**src/rtl/sld_trigger_qualifier.sv**
```systemverilog
// Trigger qualifier for a logic-analyzer capture path; build with SLD_CHANGE_QUALIFIER_EN to store only changed samples.
// Latency: one cycle from probe_data to acq_data_in/storage_enable/acq_trigger_in.
// Backpressure: none; the downstream recorder must accept every sample flagged by storage_enable.
module sld_trigger_qualifier #(
    parameter int SLD_DATA_BITS          = 64,
    parameter int SLD_POST_TRIGGER_DEPTH = 4096
) (
    input  logic                     acq_clk,
    input  logic                     acq_rst_n,
    input  logic [SLD_DATA_BITS-1:0] probe_data,
    input  logic [SLD_DATA_BITS-1:0] trig_mask,
    input  logic [SLD_DATA_BITS-1:0] trig_value,
    input  logic                     ext_trigger,
    input  logic                     arm,
    output logic [SLD_DATA_BITS-1:0] acq_data_in,
    output logic                     acq_trigger_in,
    output logic                     storage_enable,
    output logic                     busy,
    output logic                     done
);

    typedef enum logic [1:0] {
        S_IDLE  = 2'd0,
        S_ARMED = 2'd1,
        S_POST  = 2'd2,
        S_DONE  = 2'd3
    } state_t;

    localparam logic [15:0] POST_DEPTH = 16'(SLD_POST_TRIGGER_DEPTH);

    state_t                   state_q, state_d;
    logic [15:0]              cnt_q, cnt_d;
    logic [SLD_DATA_BITS-1:0] acq_data_in_q, acq_data_in_d;
    logic                     acq_trigger_in_q, acq_trigger_in_d;
    logic                     storage_enable_q, storage_enable_d;
    logic                     busy_q, busy_d;
    logic                     done_q, done_d;

    logic match;
    logic capture_window;
    logic store;

    assign match = (~|((probe_data ^ trig_value) & trig_mask)) | ext_trigger;

    always_comb begin
        state_d          = state_q;
        cnt_d            = cnt_q;
        capture_window   = 1'b0;
        acq_trigger_in_d = 1'b0;
        case (state_q)
            S_IDLE: begin
                if (arm) state_d = S_ARMED;
            end
            S_ARMED: begin
                capture_window = 1'b1;
                if (match) begin
                    acq_trigger_in_d = 1'b1;
                    if (POST_DEPTH == 16'd0) begin
                        state_d = S_DONE;
                    end else begin
                        state_d = S_POST;
                        cnt_d   = POST_DEPTH;
                    end
                end
            end
            S_POST: begin
                capture_window = 1'b1;
                // Counter value 1 marks the final post-trigger sample; never wrap below 0.
                if (cnt_q != 16'd0) cnt_d = cnt_q - 16'd1;
                if (cnt_q <= 16'd1) state_d = S_DONE;
            end
            S_DONE: begin
                if (arm) state_d = S_ARMED;
            end
            default: state_d = S_IDLE;
        endcase
    end

`ifdef SLD_CHANGE_QUALIFIER_EN
    logic                     first_q, first_d;
    logic [SLD_DATA_BITS-1:0] last_q, last_d;

    // The first armed cycle and the trigger sample are always kept, even if unchanged.
    assign store = capture_window &
                   (first_q | acq_trigger_in_d | (probe_data != last_q));

    always_comb begin
        first_d = ((state_q == S_IDLE) || (state_q == S_DONE)) && arm;
        last_d  = store ? probe_data : last_q;
    end

    always_ff @(posedge acq_clk or negedge acq_rst_n) begin
        if (!acq_rst_n) begin
            first_q <= 1'b0;
            last_q  <= '0;
        end else begin
            first_q <= first_d;
            last_q  <= last_d;
        end
    end
`else
    assign store = capture_window;
`endif

    always_comb begin
        acq_data_in_d    = store ? probe_data : acq_data_in_q;
        storage_enable_d = store;
        busy_d           = (state_d == S_ARMED) || (state_d == S_POST);
        done_d           = (state_d == S_DONE);
    end

    always_ff @(posedge acq_clk or negedge acq_rst_n) begin
        if (!acq_rst_n) begin
            state_q          <= S_IDLE;
            cnt_q            <= 16'd0;
            acq_data_in_q    <= '0;
            acq_trigger_in_q <= 1'b0;
            storage_enable_q <= 1'b0;
            busy_q           <= 1'b0;
            done_q           <= 1'b0;
        end else begin
            state_q          <= state_d;
            cnt_q            <= cnt_d;
            acq_data_in_q    <= acq_data_in_d;
            acq_trigger_in_q <= acq_trigger_in_d;
            storage_enable_q <= storage_enable_d;
            busy_q           <= busy_d;
            done_q           <= done_d;
        end
    end

    assign acq_data_in    = acq_data_in_q;
    assign acq_trigger_in = acq_trigger_in_q;
    assign storage_enable = storage_enable_q;
    assign busy           = busy_q;
    assign done           = done_q;

endmodule

```
**config.mk**
```make
export PLATFORM = sky130hd
export DESIGN_NAME = sld_trigger_qualifier
export DESIGN_NICKNAME = d
export VERILOG_FILES = /design/src/rtl/sld_trigger_qualifier.sv
export SDC_FILE = /design/constraint.sdc
export NUM_CORES = 1
export LEC_CHECK = 0
export CORE_MARGIN = 1.5
export CORE_UTILIZATION = 41
export CTS_CLUSTER_SIZE = 16
export DETAILED_ROUTE_END_ITERATION = 10
export PLACE_DENSITY = 0.93
export SKIP_LAST_GASP = 1
export SLEW_MARGIN = 30
export SYNTH_ARGS = -nofsm -noshare
export SYNTH_HDL_FRONTEND = slang
export SYNTH_SLANG_ARGS = --single-unit
```
**constraint.sdc**
```tcl
create_clock -name acq_clk -period 3.7 [get_ports acq_clk]
set_clock_uncertainty 0.05 [all_clocks]
set_input_delay 0.37 -clock acq_clk [delete_from_list [all_inputs] [get_ports acq_clk]]
set_output_delay 0.37 -clock acq_clk [all_outputs]
set_load 0.005 [all_outputs]
```
Yosys cells after proc, flatten, opt, wreduce, memory -nomap -nowiden:

Cells that the tools add are included.

* bits of input ports: 196
* register bits after elaboration: 86
* output and inout bits: 68

* mux-type cells: 10
* eq/ne operators: 8
* bitwise operators: 3
* $add $sub $neg: 1
* order comparisons: 1
* reduce and logical (&&, ||, !) cells: 9

Operators by type and width (count)
* $and 64x64->64: 1
* $reduce_or 64->1: 1
* $xor 64x64->64: 1
* $mux 16: 2
* $pmux 16 s2: 1
* $le 16x1->1 const B: 1
* $reduce_bool 16->1: 1
* $sub 16x1->16 const B: 1
* $eq 2x2->1 const B: 4
* $mux 2: 3
* $pmux 2 s3: 1
* $eq 2x1->1 const B: 2
* $ne 2x2->1 const B: 2
* $reduce_or 2->1: 2
* $mux 1: 3
* $reduce_and 3->1: 1
* $logic_not 2->1: 1
* $reduce_bool 2->1: 1
* $logic_not 1->1: 1
* $logic_or 1x1->1: 1
* $or 1x1->1: 1

Logic depth before layout (Yosys ltp):

Gate-level depths: netlist of run 1.

* word-level depth: 9
* mapped depth: 9
* mapped depth without buffers: 8

Worst setup path before layout of run 1:

Ideal clock, no wire load.

* path kind: register to register
* start: reg cnt_q[9]
* end: reg cnt_q[15]
* data arrival time: 2248 ps
* period minus slack after synthesis: 2417 ps
* path buffers: 0
* cell stages (with the launch flop): 7
* data required time: 3530 ps
* setup slack: 1283 ps
* library setup time: 120 ps
* path through: dfrtp_1 -> or3_4 -> or3_4 -> or4_4 -> o31a_1 -> o31a_1 -> a31o_1

* word-level cells in the longest chain between the ends: 3
* elaborated cells between the ends (all ways): 6

RTL lines
* start, declared: line 32 `logic [15:0] cnt_q, cnt_d;`
* start signal, assigned: line 123 `cnt_q <= cnt_d;`
* $sub 16x1->16 or $reduce_bool 16->1 (tied branches): line 69 `if (cnt_q != 16'd0) cnt_d = cnt_q - 16'd1;`
* $mux 16 or $ne 2x2->1 (tied branches)
* $pmux 16 s2 or $reduce_and 3->1 (tied branches)

Several ways; a longest one is shown, not always the timed one. The select of a mux whose other input is x is not followed.
A chain may end at the register's enable or synchronous reset.

Worst setup path in the final report of run 1:

* start: in probe_data[33]
* end: reg cnt_q[7]

* word-level cells in the longest chain between the ends: 7

RTL lines
* start, declared: line 10 `input logic [SLD_DATA_BITS-1:0] probe_data,`
* $xor 64x64->64: line 43 `assign match = (~|((probe_data ^ trig_value) & trig_mask)) | ext_trigger;`
* $and 64x64->64: line 43
* $reduce_or 64->1: line 43
* $logic_not 1->1: line 43
* $or 1x1->1: line 43
* $ne 2x2->1 (no source line)
* $reduce_and 3->1 (no source line)

No other way between the ends.

==> results.md, run 1 <==
* Status: complete, no violations
* Setup Viol. Count Final at 0
* Max-Slew Margin vs Limit at between 40 and 50%
* Grt ovf at 0
* Total die area at around 12,000 µm²
* Fin nets at 845
* Core area at 10,800 µm²
* Port bufs at around 260
* Layout fillers at 792
* Final hold vios at 0
* Worst skew pair latency at ~360 ps
* Worst VDD drop at ~450 µV
* Mapped Nets at 580
* Initial antenna violation count at 0
* Post_cts resized at 0
* Distinct cells, synth at 43
* CTS buffer count at 9
* Overall Power at about 5300 µW
* Startpoint types: input port
* Met2 WL at around 8300 µm
* Worst hold path class: in -> async
* Vias at 4,307
* Crit-path slowest cell: nor4_1
* Postcts setup bufs at 0
* Critical path endpoint category: flip-flop
* Dpl cells at around 770
* Starting DRT DRC Count at 150
* Largest net degree at the start of global routing at 63
* WP data arrival at between 3000 and 4000 ps
* DRC viols at 0
* CP required at 3900 ps
* Crit path time final at 2860 ps
* M1 WL at ~6000 µm
* Sequential element share of the synthesized area at 47.3%
* RR Endpoint: cnt_q[13]$_DFFE_PN0P_
* Final HPWL DP at 12,900 µm
* Worst path max stage delay at ~570 ps
* Commonest non-fill, non-tap cell in the layout: clkdlybuf4s50_1
* Crit-path max FO at 15
* GRT Overall Usage at between 20% and 30%
* Vert. Die Dim at 108 µm
* Ant. Diodes at 0
* FF+latch count, synth at between 80 and 90
* CTS tree: done
* Mapped Cells at roughly 380
* Mapped Area at 4550 µm²
* Final period util at approximately 77%
* # clock sinks at 86
* Ys Warns at 0
* Routed Antenna Nets at 0
* Share of layout cells above drive strength 1 at 15.1%
* First-pass GRT wire length at roughly 25,000 µm
* Starting Density at around two fifths
* Reg2reg start: cnt_q[9]$_DFFE_PN0P_
* Vias in the first global route at 4,684
* Wire length on met3 at roughly 1200 µm
* Synth-to-layout area growth at 65.9%
* Finished Layout Cells at a little under 800
* PwrDens at approximately 700 nW/µm²
* Leak Pwr at roughly 0.0031 µW
* Max Transition Viols Final at 0
* Most frequent cells in the layout: clkdlybuf4s50_1 (262), dfrtp_1 (86), xor2_1 (64), mux2_2 (64), a22oi_1 (34)
* Syn_area_per_cell at 12.0 µm²
* Max-capacitance violation count at 0
* Clock Pin Slew Worst Setup and Hold Paths at 90 ps
* Worst R2R Setup Slack at ~880 ps
* CTS max path bufs at 2
* Setup CP Type: in -> reg
* Routed len/inst at around 21 µm
* Root Driver: clkbuf_8
* Measured slew at the worst slew-check pin at ~840 ps
* Die W at about 110 µm
* H-tree depth at 3
* Fin Setup TNS at 0 ps
* Top-level I/O count at approximately 260
* Pre-CTS setup slack at 458 ps
* Hold-fix buffers, CTS at 0
* Max layer used: met4
* Setup ws final at 836 ps
* RSZ-0062 raised after global routing: no
* FMAX at around 350 MHz
* Drt first pass iters at 5
* R2R depth at 6
* Placer Congestion at just under 1
* Crit-path cells: clkdlybuf4s50_1, xor2_1, a22oi_1, nand4_1, nor4_1, a21oi_2, buf_4, o31a_1, a211o_1
* Routed WL at 16,300 µm
* Via density per instance at about 5.5
* FP Rows at 38
[kinds of logic after synthesis]
logic type                 count (synthesis)  share of synthesized area, %
DFF                                       86                          47.3
AOI/OAI and AO/OA                         78                          13.2
xor gates and xnor gates                  64                          12.3
muxes                                     64                          15.8
and+or+nand+nor                           58                          7.81
buffers and inverters                     22                          1.87
adders and majority gates                  6                          1.65
[worst max-delay path by stage]
stage | startpoint | to | slack [ps] | cells after the start
after global routing | probe_data[33] | cnt_q[7]$_DFFE_PN0P_ | 690 | 9
after global placement | probe_data[33] | cnt_q[7]$_DFFE_PN0P_ | 560 | 9
after floorplan | cnt_q[9]$_DFFE_PN0P_ | cnt_q[15]$_DFFE_PN0P_ | 1280 | 6
after CTS | probe_data[33] | cnt_q[7]$_DFFE_PN0P_ | 830 | 9
final | probe_data[33] | cnt_q[7]$_DFFE_PN0P_ | 840 | 9
after detailed placement | probe_data[33] | cnt_q[7]$_DFFE_PN0P_ | 460 | 9
[worst max-delay path, delay by kind of cell]
kind / cells / cell delay (ps)
buffers and inverters: 2 / 710
and+or+nand+nor: 2 / 720
AOI/OAI and AO/OA: 4 / 1090
xor gates and xnor gates: 1 / 160
[Yosys cell counts]
| library cell | n | area share [%] |
|---|---|---|
| a211o_1 | 1 | 0.19 |
| a211o_2 | 1 | 0.22 |
| a21oi_1 | 3 | 0.33 |
| a21oi_2 | 1 | 0.19 |
| a22oi_1 | 34 | 5.6 |
| a2bb2oi_1 | 1 | 0.19 |
| a31o_1 | 1 | 0.19 |
| a31o_2 | 3 | 0.58 |
| a32o_1 | 1 | 0.22 |
| a41o_1 | 1 | 0.22 |
| and2_1 | 1 | 0.14 |
| and3_1 | 1 | 0.14 |
| buf_2 | 2 | 0.22 |
| clkbuf_1 | 13 | 1.1 |
| dfrtp_1 | 86 | 47 |
| ha_1 | 6 | 1.7 |
| inv_1 | 7 | 0.58 |
| mux2_2 | 64 | 16 |
| nand2_1 | 6 | 0.50 |
| nand2b_1 | 1 | 0.14 |
| nand3_1 | 6 | 0.66 |
| nand4_1 | 9 | 1.2 |
| nor2_1 | 10 | 0.83 |
| nor2b_1 | 2 | 0.27 |
| nor3_1 | 4 | 0.44 |
| nor4_1 | 6 | 0.83 |
| nor4_4 | 1 | 0.47 |
| o211a_1 | 1 | 0.22 |
| o211ai_1 | 4 | 0.66 |
| o21a_1 | 1 | 0.17 |
| o21ai_0 | 5 | 0.55 |
| o22ai_1 | 1 | 0.14 |
| o31a_1 | 7 | 1.3 |
| o31a_2 | 1 | 0.22 |
| o31ai_1 | 6 | 0.99 |
| o41ai_1 | 5 | 0.96 |
| or3_1 | 1 | 0.14 |
| or3_4 | 2 | 0.50 |
| or4_1 | 3 | 0.50 |
| or4_2 | 3 | 0.58 |
| or4_4 | 1 | 0.25 |
| or4b_1 | 1 | 0.22 |
| xor2_1 | 64 | 12 |
[power by group]
| part | leakage [µW] | total, µW | internal [µW] | switching, µW |
|---|---|---|---|---|
| Sequential | 0.00103 | 1710 | 1410 | 299 |
| Clock | 0.0000994 | 723 | 377 | 346 |
| Combinational | 0.00196 | 2860 | 1720 | 1140 |
[final cells by class]
| type | count | area, µm² | share of cell area [%] |
|---|---|---|---|
| timing repair buffer | 269 | 2680 | 35.4 |
| tap | 140 | 175 | 2.32 |
| clock buffer | 11 | 131 | 1.74 |
| sequential | 86 | 2150 | 28.5 |
| multi-input combinational | 270 | 2310 | 30.7 |
| clock inverter | 4 | 72.6 | 0.962 |
| inverter | 7 | 26.3 | 0.348 |
[routing by layer]
metal / up-vias / GRT usage (%)
met3: 44 / 8.56
met5: - / 0
met1: 2113 / 31.8
li1: 1945 / -
met2: 205 / 49.1
met4: 0 / 13.6
[per-stage QoR]
step / cell area (µm²) / utilization (%) / hold WS (ps)
after floorplan: 4550 / - / 24.4
after global placement: 7340 / 67.7 / 424
after detailed placement: 7340 / 67.7 / 443
after CTS: 7550 / 69.6 / 79.1
after global routing: 7550 / 69.6 / 101
final: 7550 / 69.6 / 29.8
[sequential cells by signal, indices dropped and copies added, names as in the netlist]
register,count
acq_data_in,64
acq_trigger_in,1
busy,1
cnt_q,16
done,1
state_q,2
storage_enable,1
Note: power is estimated with default switching activity, not from simulation.
==> run 2, diff against run 1 <==
--- a/config.mk
+++ b/config.mk
@@ -6,10 +6,10 @@
 export NUM_CORES = 1
 export LEC_CHECK = 0
 export CORE_MARGIN = 1.5
-export CORE_UTILIZATION = 41
+export CORE_UTILIZATION = 35
 export CTS_CLUSTER_SIZE = 16
 export DETAILED_ROUTE_END_ITERATION = 10
-export PLACE_DENSITY = 0.93
+export PLACE_DENSITY = 0.85
 export SKIP_LAST_GASP = 1
 export SLEW_MARGIN = 30
 export SYNTH_ARGS = -nofsm -noshare
==> constraint.sdc (replaced) <==
create_clock -name acq_clk -period 2.4 [get_ports acq_clk]
set_clock_uncertainty 0.05 [all_clocks]
set_input_delay 0.24 -clock acq_clk [delete_from_list [all_inputs] [get_ports acq_clk]]
set_output_delay 0.24 -clock acq_clk [all_outputs]
set_load 0.005 [all_outputs]
==> results.md, run 2 (same netlist as run 1, synthesis figures left out) <==
* Status: complete, no violations
* Setup ws final at 9.97 ps
* Worst hold path class: in -> reg
* Fin Setup TNS at 0 ps
* Crit-path max FO at 3
* Final hold vios at 0
* CTS tree: done
* Setup CP Type: reg -> reg
* H-tree depth at 3
* Worst VDD drop at 721 µV
* Final period util at between 90% and 100%
* Clock Pin Slew Worst Setup and Hold Paths at around 60 ps
* Die W at approximately 120 µm
* WP buf/inv at 0
* Startpoint types: flip-flop
* Drt first pass iters at 5
* Crit path time final at roughly 2400 ps
* GRT Overall Usage at about a quarter
* # clock sinks at 86
* Starting Density at between 30% and 40%
* Dpl cells at around 840
* Top-level I/O count at approximately 260
* DRC viols at 0
* Critical path depth at 6
* Overall Power at approximately 8700 µW
* Share of layout cells above drive strength 1 at between 20% and 30%
* PwrDens at 1070 nW/µm²
* Fin nets at between 800 and 900
* Critical path endpoint category: flip-flop
* Vias in the first global route at between 4,000 and 5,000
* Max-capacitance violation count at 0
* Worst hold path depth at 2
* CTS max path bufs at 2
* Grt ovf at 0
* Worst skew pair latency at about 350 ps
* Finished Layout Cells at approximately 870
* Largest net degree at the start of global routing at 53
* Placer Congestion at 0.962
* FP Rows at roughly 40
* Commonest non-fill, non-tap cell in the layout: clkdlybuf4s50_1
* CP required at around 2600 ps
* Measured slew at the worst slew-check pin at around 480 ps
* Worst path max stage delay at between 400 and 500 ps
* Max Transition Viols Final at 0
* Core area at ~13,000 µm²
* Vert. Die Dim at 117 µm
* Max reg flops at between 60 and 70
* Crit-path cells: or3_4, or3_4, or4_4, o31a_1, o31a_1, a31o_1
* Total die area at 13,700 µm²
* Routed len/inst at about 19 µm
* CTS buffer count at 9
* Starting DRT DRC Count at ~210
* First-pass GRT wire length at about 25,000 µm
* Reg area at roughly 2200 µm²
* FMAX at roughly 420 MHz
* R2R depth at 6
* Multi-input gate area at 2360 µm²
* Layout fillers at between 900 and 1,000
* Final HPWL DP at around 13,000 µm
* RSZ-0062 raised after global routing: yes
* Setup Viol. Count Final at 0
* Initial antenna violation count at 4
* Vias at between 4,000 and 5,000
* Routed WL at ~17,000 µm
* Synth-to-layout area growth at 78.9%
* Routed Antenna Nets at 0
* Most frequent cells in the layout: clkdlybuf4s50_1 (246), dfrtp_1 (86), xor2_1 (64), mux2_2 (64), buf_4 (45)
* Via density per instance at ~5.2
* Leak Pwr at around 0.0035 µW
* Max-Slew Margin vs Limit at 67.9%
* Root Driver: clkbuf_16
* Pre-CTS setup slack at -509 ps
* WP data arrival at approximately 2600 ps
* Crit-path slowest cell: or4_4
* Port bufs at roughly 260
* Top delay family on crit path: simple AND/OR/NAND/NOR gates
-- run 2: power by group --
part,total (µW),switching [µW],internal [µW]
logic,4700,1830,2870
registers,2620,449,2170
clock network,1400,563,836
-- run 2: area by class of cell --
type | instances | area share, %
tap | 172 | 2.64
antenna | 4 | 0.123
sequential | 86 | 26.4
clock buffer | 13 | 3.07
inverter | 7 | 0.323
clock inverter | 3 | 0.538
timing repair buffer | 312 | 37.9
multi-input combinational | 270 | 29.0
-- run 2: layer usage --
| layer | routed length [µm] | GRT usage [%] |
|---|---|---|
| met5 | 0 | 0 |
| met4 | 710 | 11.3 |
| met3 | 1410 | 9.17 |
| met2 | 8640 | 44.1 |
| met1 | 5870 | 26.9 |
-- run 2: path summary, 6_finish.rpt --
check	startpoint	endpoint	slack, ps
worst max-delay path	cnt_q[10]$_DFFE_PN0P_	cnt_q[15]$_DFFE_PN0P_	10
worst min-delay path	probe_data[42]	acq_data_in[42]$_DFFE_PN0P_	160
worst max register to register	cnt_q[10]$_DFFE_PN0P_	cnt_q[15]$_DFFE_PN0P_	10
worst min register to register	acq_data_in[33]$_DFFE_PN0P_	acq_data_in[33]$_DFFE_PN0P_	450
max in group asynchronous	acq_rst_n	acq_data_in[30]$_DFFE_PN0P_	1280
min in group asynchronous	acq_rst_n	cnt_q[9]$_DFFE_PN0P_	360
-- run 2: repair_timing --
| item | in CTS | in global routing |
|---|---|---|
| setup endpoints to repair | 14 | 15 |
| hold endpoints to repair | 34 | 0 |
| hold buffers | 1 | 0 |
| resized for setup | 3 | 22 |
| pin swaps | 3 | 12 |
| setup buffers | 0 | 3 |
-- run 2: metrics by stage --
stage                     util [%]  cell area, µm²  hold WS [ps]
after floorplan                  -            4550          -106
after global placement        60.9            7710           182
after detailed placement      60.9            7710           182
after CTS                     63.4            8040           352
after global routing          64.2            8140           171
final                         64.2            8140           162
